[src/rtl/rv_scoreboard_pkg.sv]
// ---------------------------------------------------------------------------
// rv_scoreboard_pkg
// Shared sizing, operand-slot indices and small helpers for the register
// scoreboard slice (rv_scoreboard, rv_stall_watchdog).
//   NUM_WARPS / NW_BITS : warp count and warp-id width
//   NUM_REGS  / NR_BITS : registers per warp (2^NR_BITS) and register-id width
//   CNT_BITS            : width of the in-use population counter
//   REG_RD..REG_RS3     : bit positions inside the 4-bit used_regs mask
// ---------------------------------------------------------------------------
package rv_scoreboard_pkg;

  localparam int NUM_WARPS = 4;
  localparam int NW_BITS   = $clog2(NUM_WARPS);
  localparam int NR_BITS   = 5;
  localparam int NUM_REGS  = 1 << NR_BITS;

  // Enough bits to count every in-use flag of every warp.
  localparam int CNT_BITS  = NR_BITS + NW_BITS + 1;

  // Operand slots of the used_regs mask {rs3, rs2, rs1, rd}.
  localparam int REG_RD  = 0;
  localparam int REG_RS1 = 1;
  localparam int REG_RS2 = 2;
  localparam int REG_RS3 = 3;

  typedef logic [NW_BITS-1:0]  wid_t;
  typedef logic [NR_BITS-1:0]  reg_t;
  typedef logic [NUM_REGS-1:0] regmask_t;

  // One-hot register mask, used for the writeback release bypass.
  function automatic regmask_t reg_onehot(input reg_t r);
    regmask_t m;
    m    = '0;
    m[r] = 1'b1;
    return m;
  endfunction

endpackage

[src/rtl/rv_stall_watchdog.sv]
// ---------------------------------------------------------------------------
// rv_stall_watchdog
// Counts consecutive stalled issue cycles and raises a sticky deadlock flag
// on the DEADLOCK_CYCLES-th consecutive stall cycle.
//   clk, reset  : clock, synchronous active-high reset
//   i_stall     : head instruction valid but blocked this cycle
//   o_deadlock  : sticky until reset
// The counter saturates at all-ones instead of wrapping.
// ---------------------------------------------------------------------------
module rv_stall_watchdog
  import rv_scoreboard_pkg::*;
#(
  parameter int DEADLOCK_CYCLES = 10000,
  parameter int CNTW            = 16
) (
  input  logic clk,
  input  logic reset,
  input  logic i_stall,
  output logic o_deadlock
);

  // The counter holds the number of stall cycles before the current one, so
  // it reads DEADLOCK_CYCLES-1 during the DEADLOCK_CYCLES-th stall cycle.
  localparam logic [CNTW-1:0] TRIP_AT = CNTW'(DEADLOCK_CYCLES - 1);

  logic [CNTW-1:0] r_cnt;
  logic            r_deadlock;
  logic            w_trip;
  logic            w_sat;

  assign w_sat  = &r_cnt;
  assign w_trip = i_stall & ~reset & (r_cnt == TRIP_AT);

  always_ff @(posedge clk) begin
    if (reset) begin
      r_cnt      <= '0;
      r_deadlock <= 1'b0;
    end else begin
      if (!i_stall) begin
        r_cnt <= '0;
      end else if (!w_sat) begin
        r_cnt <= r_cnt + CNTW'(1);
      end
      if (w_trip) begin
        r_deadlock <= 1'b1;
      end
    end
  end

  // Combinational trip term lets the flag show in the trip cycle itself;
  // the register keeps it asserted afterwards.
  assign o_deadlock = r_deadlock | w_trip;

endmodule

[src/rtl/rv_scoreboard.sv]
// ---------------------------------------------------------------------------
// rv_scoreboard
// Register-hazard tracker between instruction buffer and dispatch. One
// in-use bit per (warp, register): set when an rd-writing instruction
// issues, cleared when writeback retires that rd on its end-of-packet beat.
// Issue is held off while any checked operand of the head instruction is
// pending. A retiring register is bypassed so a same-cycle consumer issues.
// Ports:
//   clk, reset                 : clock, synchronous active-high reset
//   ibuf_valid/wid/rd/rs1..3   : head instruction
//   ibuf_used_regs             : {rs3,rs2,rs1,rd} operands to check
//   ibuf_wb                    : instruction writes rd
//   ibuf_ready                 : no hazard (combinational)
//   writeback_valid/ready      : writeback handshake (ready only observed)
//   writeback_wid/rd/eop       : retiring register, last beat marker
//   inuse_count                : registered number of set in-use bits
//   deadlock                   : sticky stall-watchdog flag
// ---------------------------------------------------------------------------
module rv_scoreboard
  import rv_scoreboard_pkg::*;
#(
  parameter int CORE_ID         = 0,
  parameter int DEADLOCK_CYCLES = 10000,
  parameter int CNTW            = 16
) (
  input  logic                clk,
  input  logic                reset,
  input  logic                ibuf_valid,
  input  wid_t                ibuf_wid,
  input  reg_t                ibuf_rd,
  input  reg_t                ibuf_rs1,
  input  reg_t                ibuf_rs2,
  input  reg_t                ibuf_rs3,
  input  logic [3:0]          ibuf_used_regs,
  input  logic                ibuf_wb,
  output logic                ibuf_ready,
  input  logic                writeback_valid,
  input  logic                writeback_ready,
  input  wid_t                writeback_wid,
  input  reg_t                writeback_rd,
  input  logic                writeback_eop,
  output logic [CNT_BITS-1:0] inuse_count,
  output logic                deadlock
);

  logic [NUM_WARPS-1:0][NUM_REGS-1:0] r_inuse;
  logic [NUM_WARPS-1:0][NUM_REGS-1:0] w_inuse_next;
  logic [CNT_BITS-1:0]                r_inuse_count;

  logic     w_issue_fire;
  logic     w_release_fire;
  logic     w_set;
  regmask_t w_release_mask;
  regmask_t w_eff_inuse;
  logic     w_hazard;
  logic     w_stall;
  logic     w_set_was;
  logic     w_clr_was;
  logic     w_same;
  logic     w_inc;
  logic     w_dec;

  assign w_release_fire = writeback_valid & writeback_ready & writeback_eop;

  // Bypass: a register retiring this cycle no longer blocks the head
  // instruction of the same warp.
  assign w_release_mask = (w_release_fire && (writeback_wid == ibuf_wid))
                          ? reg_onehot(writeback_rd) : '0;
  assign w_eff_inuse    = r_inuse[ibuf_wid] & ~w_release_mask;

  assign w_hazard = (ibuf_used_regs[REG_RD]  & w_eff_inuse[ibuf_rd])
                  | (ibuf_used_regs[REG_RS1] & w_eff_inuse[ibuf_rs1])
                  | (ibuf_used_regs[REG_RS2] & w_eff_inuse[ibuf_rs2])
                  | (ibuf_used_regs[REG_RS3] & w_eff_inuse[ibuf_rs3]);

  assign ibuf_ready   = ~w_hazard;
  assign w_issue_fire = ibuf_valid & ibuf_ready & ~reset;

  // x0 is hardwired zero and never becomes a pending producer.
  assign w_set = w_issue_fire & ibuf_wb & (ibuf_rd != '0);

  // Clear first, then set, so a new producer wins over a same-cycle retire.
  always_comb begin
    w_inuse_next = r_inuse;
    if (w_release_fire) begin
      w_inuse_next[writeback_wid][writeback_rd] = 1'b0;
    end
    if (w_set) begin
      w_inuse_next[ibuf_wid][ibuf_rd] = 1'b1;
    end
  end

  // Population tracking from actual bit transitions: a set only counts if the
  // bit was clear, a clear only if the bit was set and is not re-set.
  assign w_set_was = r_inuse[ibuf_wid][ibuf_rd];
  assign w_clr_was = r_inuse[writeback_wid][writeback_rd];
  assign w_same    = (ibuf_wid == writeback_wid) && (ibuf_rd == writeback_rd);
  assign w_inc     = w_set & ~w_set_was;
  assign w_dec     = w_release_fire & w_clr_was & ~(w_set & w_same);

  always_ff @(posedge clk) begin
    if (reset) begin
      r_inuse       <= '0;
      r_inuse_count <= '0;
    end else begin
      r_inuse       <= w_inuse_next;
      r_inuse_count <= r_inuse_count + CNT_BITS'(w_inc) - CNT_BITS'(w_dec);
    end
  end

  assign inuse_count = r_inuse_count;

  assign w_stall = ibuf_valid & ~ibuf_ready;

  rv_stall_watchdog #(
    .DEADLOCK_CYCLES (DEADLOCK_CYCLES),
    .CNTW            (CNTW)
  ) u_watchdog (
    .clk        (clk),
    .reset      (reset),
    .i_stall    (w_stall),
    .o_deadlock (deadlock)
  );

`ifndef SYNTHESIS
  // Retiring a register that is not pending points at a lost or duplicated
  // writeback upstream; the state itself is unaffected.
  always_ff @(posedge clk) begin
    if (!reset && w_release_fire) begin
      assert (w_clr_was)
        else $error("rv_scoreboard core %0d: retire of idle register w%0d r%0d",
                    CORE_ID, writeback_wid, writeback_rd);
    end
  end
`endif

endmodule
[config.mk]
export PLATFORM = sky130hd
export DESIGN_NAME = rv_scoreboard
export DESIGN_NICKNAME = d
export VERILOG_FILES = /design/src/rtl/rv_scoreboard_pkg.sv /design/src/rtl/rv_stall_watchdog.sv /design/src/rtl/rv_scoreboard.sv
export SDC_FILE = /design/constraint.sdc
export NUM_CORES = 1
export LEC_CHECK = 0
export BUFFER_PORTS_ARGS = -buffer_cell sky130_fd_sc_hd__buf_2
export CELL_PAD_IN_SITES_DETAIL_PLACEMENT = 0
export CELL_PAD_IN_SITES_GLOBAL_PLACEMENT = 2
export CORE_MARGIN = 1.5
export CORE_UTILIZATION = 39
export CTS_CLUSTER_DIAMETER = 80
export DETAILED_ROUTE_END_ITERATION = 6
export GPL_TIMING_DRIVEN = 0
export PLACE_DENSITY_LB_ADDON = 0.05
export SYNTH_ARGS = -nofsm -noshare
export SYNTH_HDL_FRONTEND = slang
export SYNTH_SLANG_ARGS = --single-unit
[constraint.sdc]
create_clock -name clk -period 7.57 [get_ports clk]
set_input_delay 1.514 -clock clk [delete_from_list [all_inputs] [get_ports clk]]
set_output_delay 1.514 -clock clk [all_outputs]
set_load 0.02 [all_outputs]
Word level (Yosys, flattened, before mapping)
Index checks and enable logic that the tools add are counted.
{ "classes": {"add_sub_neg": 3, "n_mux": 27, "eq_ne": 4, "reduce_logical": 9, "n_bitwise": 31, "n_lt_le_gt_ge": 11} }
{ "ops": {"columns": ["cell", "count"], "rows": [
  ["$mux W128", 2],
  ["$mux W32", 5],
  ["$and A128 B128 Y128", 1],
  ["$bmux W32 S2", 2],
  ["$demux W32 S2", 2],
  ["$not A128 Y128", 1],
  ["$or A128 B128 Y128", 1],
  ["$and A32 B32 Y32", 1],
  ["$not A32 Y32", 1],
  ["$bmux W1 S5", 6],
  ["$lt A5 B6 Y1 const B", 5],
  ["$and A1 B1 Y1", 17],
  ["$add A16 B1 Y16 const B", 1],
  ["$eq A16 B14 Y1 const B", 1],
  ["$reduce_and A16 Y1", 1],
  ["$demux W1 S5", 2],
  ["$ge A5 B1 Y1 const B", 2],
  ["$add A8 B1 Y8", 1],
  ["$mux W1", 8],
  ["$sub A8 B1 Y8", 1],
  ["$logic_and A1 B1 Y1", 6],
  ["$lt A2 B3 Y1 const B", 2],
  ["$eq A5 B5 Y1", 1],
  ["$not A1 Y1", 5],
  ["other kinds (5)", 10]
]} }
{ "totals": {"register_bits": 153, "inputBits": 40, "elab_cells": 92, "output_inout_bits": 10} }

Depth between registers and ports, before layout
{ "logic_depth": {"depth_word": 22, "mapped_depth": 24, "depth_no_buf": 19} }

Cells and area by module
A second synthesis with hierarchy kept.
{ "hier_totals": {"cells_unflattened": 1395, "hier_area_um2": 11827.6} }
{ "by_module_without_submodules": {"columns": ["mod", "cells_per_inst", "area_per_inst_um2", "seq_area_each_um2", "n_inst"], "rows": [
  ["rv_scoreboard", 1294, 10945.5, 2722.6, 1],
  ["rv_stall_watchdog", 101, 882.1, 340.3, 1]
]} }

Worst setup path before layout
No wires, ideal clock.
{ "synth_timing": {"path_kind": "input port to flip-flop", "from": "in ibuf_wid[0]", "to": "reg r_inuse_count[6], in the netlist inuse_count[6]", "path_stages": 22, "t_arrival_ns": 5.861, "n_path_buf": 4, "slack_ns": 1.581, "setup_ns": 0.128, "t_required_ns": 7.442, "path_cell_list": "buf_4 buf_6 buf_6 mux4_2 and2_1 mux4_2 o211ai_1 and4_1 buf_4 o21ai_2 or4_1 ha_1 inv_1 ha_1 fa_1 a21oi_1 o21bai_1 a21oi_1 nor2_1 nor2_1 xor2_1 nor2_1"} }
{ "synth_via": {"elab_chain_len": 20, "word_cells_on_any_way": 38, "cone_classes": "add/sub: 2; eq/ne: 2; mux: 13; bitwise: 19; reduce/logical: 2"} }
{ "synth_rtl": {"columns": ["item", "line_no", "text"], "rows": [
  ["from (decl)", "rv_scoreboard.sv:29", "input wid_t ibuf_wid,"],
  ["parallel branches: the longest is 19 deep, another holds $mux W32", null, null],
  ["$sub A8 B1 Y8 *", "rv_scoreboard.sv:107", "r_inuse_count <= r_inuse_count + CNT_BITS'(w_inc) - CNT_BITS'(w_dec);"],
  ["to (signal assigned)", "rv_scoreboard.sv:107", null],
  ["to (decl)", "rv_scoreboard.sv:48", "logic [CNT_BITS-1:0] r_inuse_count;"]
]} }
Mark *: on every way between the ends. The select of a mux whose other input is x is not followed.
A chain may end at the register's enable or synchronous reset.

Worst setup path in the final report
{ "layout_timing": {"from": "in ibuf_wid[1]", "to": "out ibuf_ready"} }
{ "layout_via": {"elab_chain_len": 12, "word_cells_on_any_way": 23, "cone_classes": "eq/ne: 1; mux: 11; bitwise: 10; reduce/logical: 1"} }
{ "layout_rtl": {"columns": ["item", "line_no", "text"], "rows": [
  ["$eq A2 B2 Y1", "rv_scoreboard.sv:67", "assign w_release_mask = (w_release_fire && (writeback_wid == ibuf_wid))"],
  ["$logic_and A1 B1 Y1", "rv_scoreboard.sv:67", null],
  ["$mux W32", "rv_scoreboard.sv:68", "? reg_onehot(writeback_rd) : '0;"],
  ["$not A32 Y32", "rv_scoreboard.sv:69", "assign w_eff_inuse = r_inuse[ibuf_wid] & ~w_release_mask;"],
  ["$and A32 B32 Y32 *", "rv_scoreboard.sv:69", null],
  ["$bmux W1 S5 (on tied branches)", "rv_scoreboard.sv:71, rv_scoreboard.sv:72", null],
  ["$mux W1 (on tied branches)", "rv_scoreboard.sv:71, rv_scoreboard.sv:72", null],
  ["$and A1 B1 Y1 (on tied branches)", "rv_scoreboard.sv:71, rv_scoreboard.sv:72", null],
  ["$or A1 B1 Y1", "rv_scoreboard.sv:72", "| (ibuf_used_regs[REG_RS1] & w_eff_inuse[ibuf_rs1])"],
  ["$or A1 B1 Y1", "rv_scoreboard.sv:73", "| (ibuf_used_regs[REG_RS2] & w_eff_inuse[ibuf_rs2])"],
  ["$or A1 B1 Y1 *", "rv_scoreboard.sv:74", "| (ibuf_used_regs[REG_RS3] & w_eff_inuse[ibuf_rs3]);"],
  ["$not A1 Y1 *", "rv_scoreboard.sv:76", "assign ibuf_ready = ~w_hazard;"],
  ["to (decl)", "rv_scoreboard.sv:36", "output logic ibuf_ready,"]
]} }
Mark *: on every way between the ends. The rest lies on a longest branch, timed or not. The select of a mux whose other input is x is not followed.

==> run_results.csv <==
group,metric,value,unit
cts,cts_max_level,4,
route,drtPass1Iterations,5,
yosys,synth_edf_count,0,
place,place_inst,1967,
yosys,synth.distinct_cells,75,
power,power.leakage,4.32,nW
worst_setup_path,worstRegToRegCells,20,
run,maxCapViolCount,0,
hold_path,hold_depth,2,
timing,rsz0062_at_grt,"false",
timing,layout_min_cycle_time,7490,ps
timing,setup_viol,0,
floorplan,core_area,0.0316,mm2
timing,fmax,134,MHz
place,numPortBuffers,40,
cts,clk_pin_slew,80,ps
yosys,synth_simple_gate_area_share,24.3,%
timing,fin_crit_sh,98.9,%
global_routing,grt_pass1_vias,12700,
route,drt-vias-per-instance,6.76,
route,postRouteAntennaNets,0,
hold_path,min_from,"r_inuse[64]$_SDFF_PP0_",
yosys,synth_seq_area_share,24.5,%
yosys,async_reset_ff_share,0,%
timing,tightest_slew,1290,ps
global_routing,track_usage,36.3,%
timing,maxSlewViolCount,0,
floorplan,die-width,182,um
cts,cts_setup_buffers,0,
layout,antennaDiodeCount,0,
floorplan,initial_utilization,39.7,%
yosys,ys_warn_count,0,
layout,area_delta_synth_final,10.6,%
power,ir_worst_vdd,182,uV
run_status,status,"complete, no violations",
cts,cts-root-buf,"clkbuf_16",
floorplan,die_y,182,um
worst_setup_path,required,6060,ps
cts,cts_sinks,153,
cts,clk_path_buf_depth,2,
yosys,synth_nets,1575,
layout,fin_nets,1635,
route,route.detailed.drc,0,
place,dp_hpwl,45300,um
worst_setup_path,arrival,5970,ps
hold_path,hp-class,"reg -> reg",
yosys,synth_ff_type,"dfxtp_1",
yosys,synth_top_family_by_area,"compound AO/OA/AOI/OAI gates",
worst_setup_path,reg2reg_to,"inuse_count[7]$_SDFF_PP0_",
global_routing,overflow,0,
global_routing,grt_pass1_wl,87300,um
hold_path,worstHoldEndpoint,"r_inuse[64]$_SDFF_PP0_",
yosys,synth_compound_area_share,26.1,%
power,p_per_area,158,mW/mm2
layout,instances_no_fill,2000,
worst_setup_path,critical_path_class,"in -> out",
worst_setup_path,critPathMaxFanout,10,
worst_setup_path,crit_path_end_kind,"primary output",
cts,cts_tree,"built",
timing,finClkSkew,15.7,ps
floorplan,rows,65,
floorplan,ios,50,
timing,finalHoldViolCount,0,
place,place.gp.congestion,0.986,
yosys,synth_xor_area_share,2.07,%
floorplan,dieArea,0.0332,mm2
layout,drive_above_1_share,15.1,%
route,routedWlPerCell,30.1,um
place,placed_area,0.0132,mm2
power,total_power,2.19,mW
cts,cts_buffers,17,
yosys,syn_inst,1525,
global_routing,grt_max_degree,17,
yosys,synth_adder_area_share,1.06,%
route,wirelength,60200,um
yosys,synth_area,0.0125,mm2
route,drt_first_iter_violations,1661,
global_routing,antenna_found_initial,1,
worst_setup_path,r2r_slack,1940,ps
timing,relSlewSlack,13.0,%
yosys,synthMuxAreaShare,15.9,%
layout,finish.instance_area,0.0138,mm2
cts,clk_latency,470,ps
worst_setup_path,crit_path_start_kind,"input pin",
route,vias,13500,
yosys,syn_avg_cell_area,8.21,um2
timing,fin_tns_setup,0,ps
yosys,synth-seq-cells,153,
worst_setup_path,r2r_start,"r_inuse[108]$_SDFF_PP0_",
==> cells by family after synthesis <==
logic type,count (synthesis)
mux,96
fa+ha+maj,10
xor+xnor,27
buf+inv,179
compound gates,485
flops,153
simple gates,575
==> worst max-delay path: stages <==
cell      delay, ps
buf_2           300
buf_2           370
buf_2           460
mux4_2          440
o21ai_1         200
mux4_2          490
a211oi_1        270
nand4_1         670
o21ai_2         530
clkbuf_2        420
nor2_1           90
buf_2           170
==> metal layers <==
| metal | global-route usage, % | vias to the layer above | share of wire [%] |
|---|---|---|---|
| met1 | 48.6 | 6718 | 43 |
| li1 | - | 5885 | - |
| met4 | 17.9 | 0 | 5.1 |
| met2 | 56.4 | 743 | 44 |
| met3 | 6.75 | 172 | 7.9 |
| met5 | 0 | - | 0 |
==> registers in the layout, summed over array words and instances (netlist names) <==
register               cells
inuse_count                8
r_inuse                  128
u_watchdog.r_deadlock      1
u_watchdog.r_cnt          16
==> cells in the mapped netlist, types with 29 or more instances <==
| cell type | count | area (um2) |
|---|---|---|
| o31ai_2 | 40 | 500 |
| nand2_1 | 102 | 383 |
| inv_1 | 29 | 109 |
| mux4_2 | 82 | 1850 |
| clkbuf_1 | 110 | 413 |
| nor3_1 | 88 | 440 |
| o21ai_0 | 220 | 1100 |
| nor2_1 | 62 | 233 |
| nor2b_1 | 138 | 863 |
| nand3_1 | 88 | 440 |
| a21oi_1 | 37 | 185 |
| dfxtp_1 | 153 | 3060 |
| o211ai_1 | 87 | 653 |
==> how the worst max path moves through the flow <==
stage                          startpoint                        end  slack (ps)  cells past startpoint
after CTS                 writeback_rd[0]                 ibuf_ready         100                     12
after floorplan               ibuf_wid[0]  inuse_count[6]$_SDFF_PP0_        1580                     22
final                         ibuf_wid[1]                 ibuf_ready          80                     12
after global placement    writeback_rd[0]  inuse_count[6]$_SDFF_PP0_        -310                     21
after global routing          ibuf_wid[1]                 ibuf_ready          20                     14
after detailed placement  writeback_rd[0]  inuse_count[6]$_SDFF_PP0_        -300                     21
==> power breakdown <==
part	leakage (nW)	switching, mW	internal [mW]
sequential	1.23	0.00530	0.812
combinational	2.79	0.331	0.111
clock	0.299	0.426	0.509
==> cell type report <==
class	count	area (um2)
Buffer	148	666
Clock buffer	18	439
Clock inverter	14	171
Fill cell	3268	17700
Inverter	31	116
Multi-Input combinational cell	1193	8680
Sequential cell	153	3060
Tap cell	402	503
Timing Repair Buffer	41	208
==> per-stage QoR <==
stage | utilization (%) | setup slack (ps) | hold WS, ps
4_1_cts | 43.9 | 104 | 449
5_1_grt | 43.9 | 15.7 | 475
3_5_place_dp | 41.9 | -303 | 438
3_3_place_gp | 41.9 | -308 | 433
6_report | 43.9 | 83.9 | 453
2_1_floorplan | - | 1580 | 415
==> cell usage in the layout, fill, tap and decap left out, types with 7 or more instances in the layout <==
cell type	n
inv_1	29
o21a_1	7
and3_1	14
mux4_2	82
mux2i_1	12
nor2_1	62
o21ai_0	219
xor2_1	10
nor3_1	88
a31oi_1	7
ha_1	9
nand2b_1	16
buf_4	7
nand2_1	102
a21oi_1	37
clkbuf_1	108
o2111ai_1	8
and2_1	8
buf_2	57
nand3_1	88
o31ai_2	40
buf_6	8
xnor2_1	14
clkbuf_16	17
o211ai_1	87
nor2b_1	138
o31ai_1	16
nand4_1	17
dfxtp_1	153
==> what timing repair did <==
| action | 4_1_cts | 5_1_grt |
|---|---|---|
| endpoints found under the setup margin | 1 | 2 |
| resized for setup | 1 | 3 |
| hold buffers | 0 | 0 |
Power figures use the tool's default switching activity.
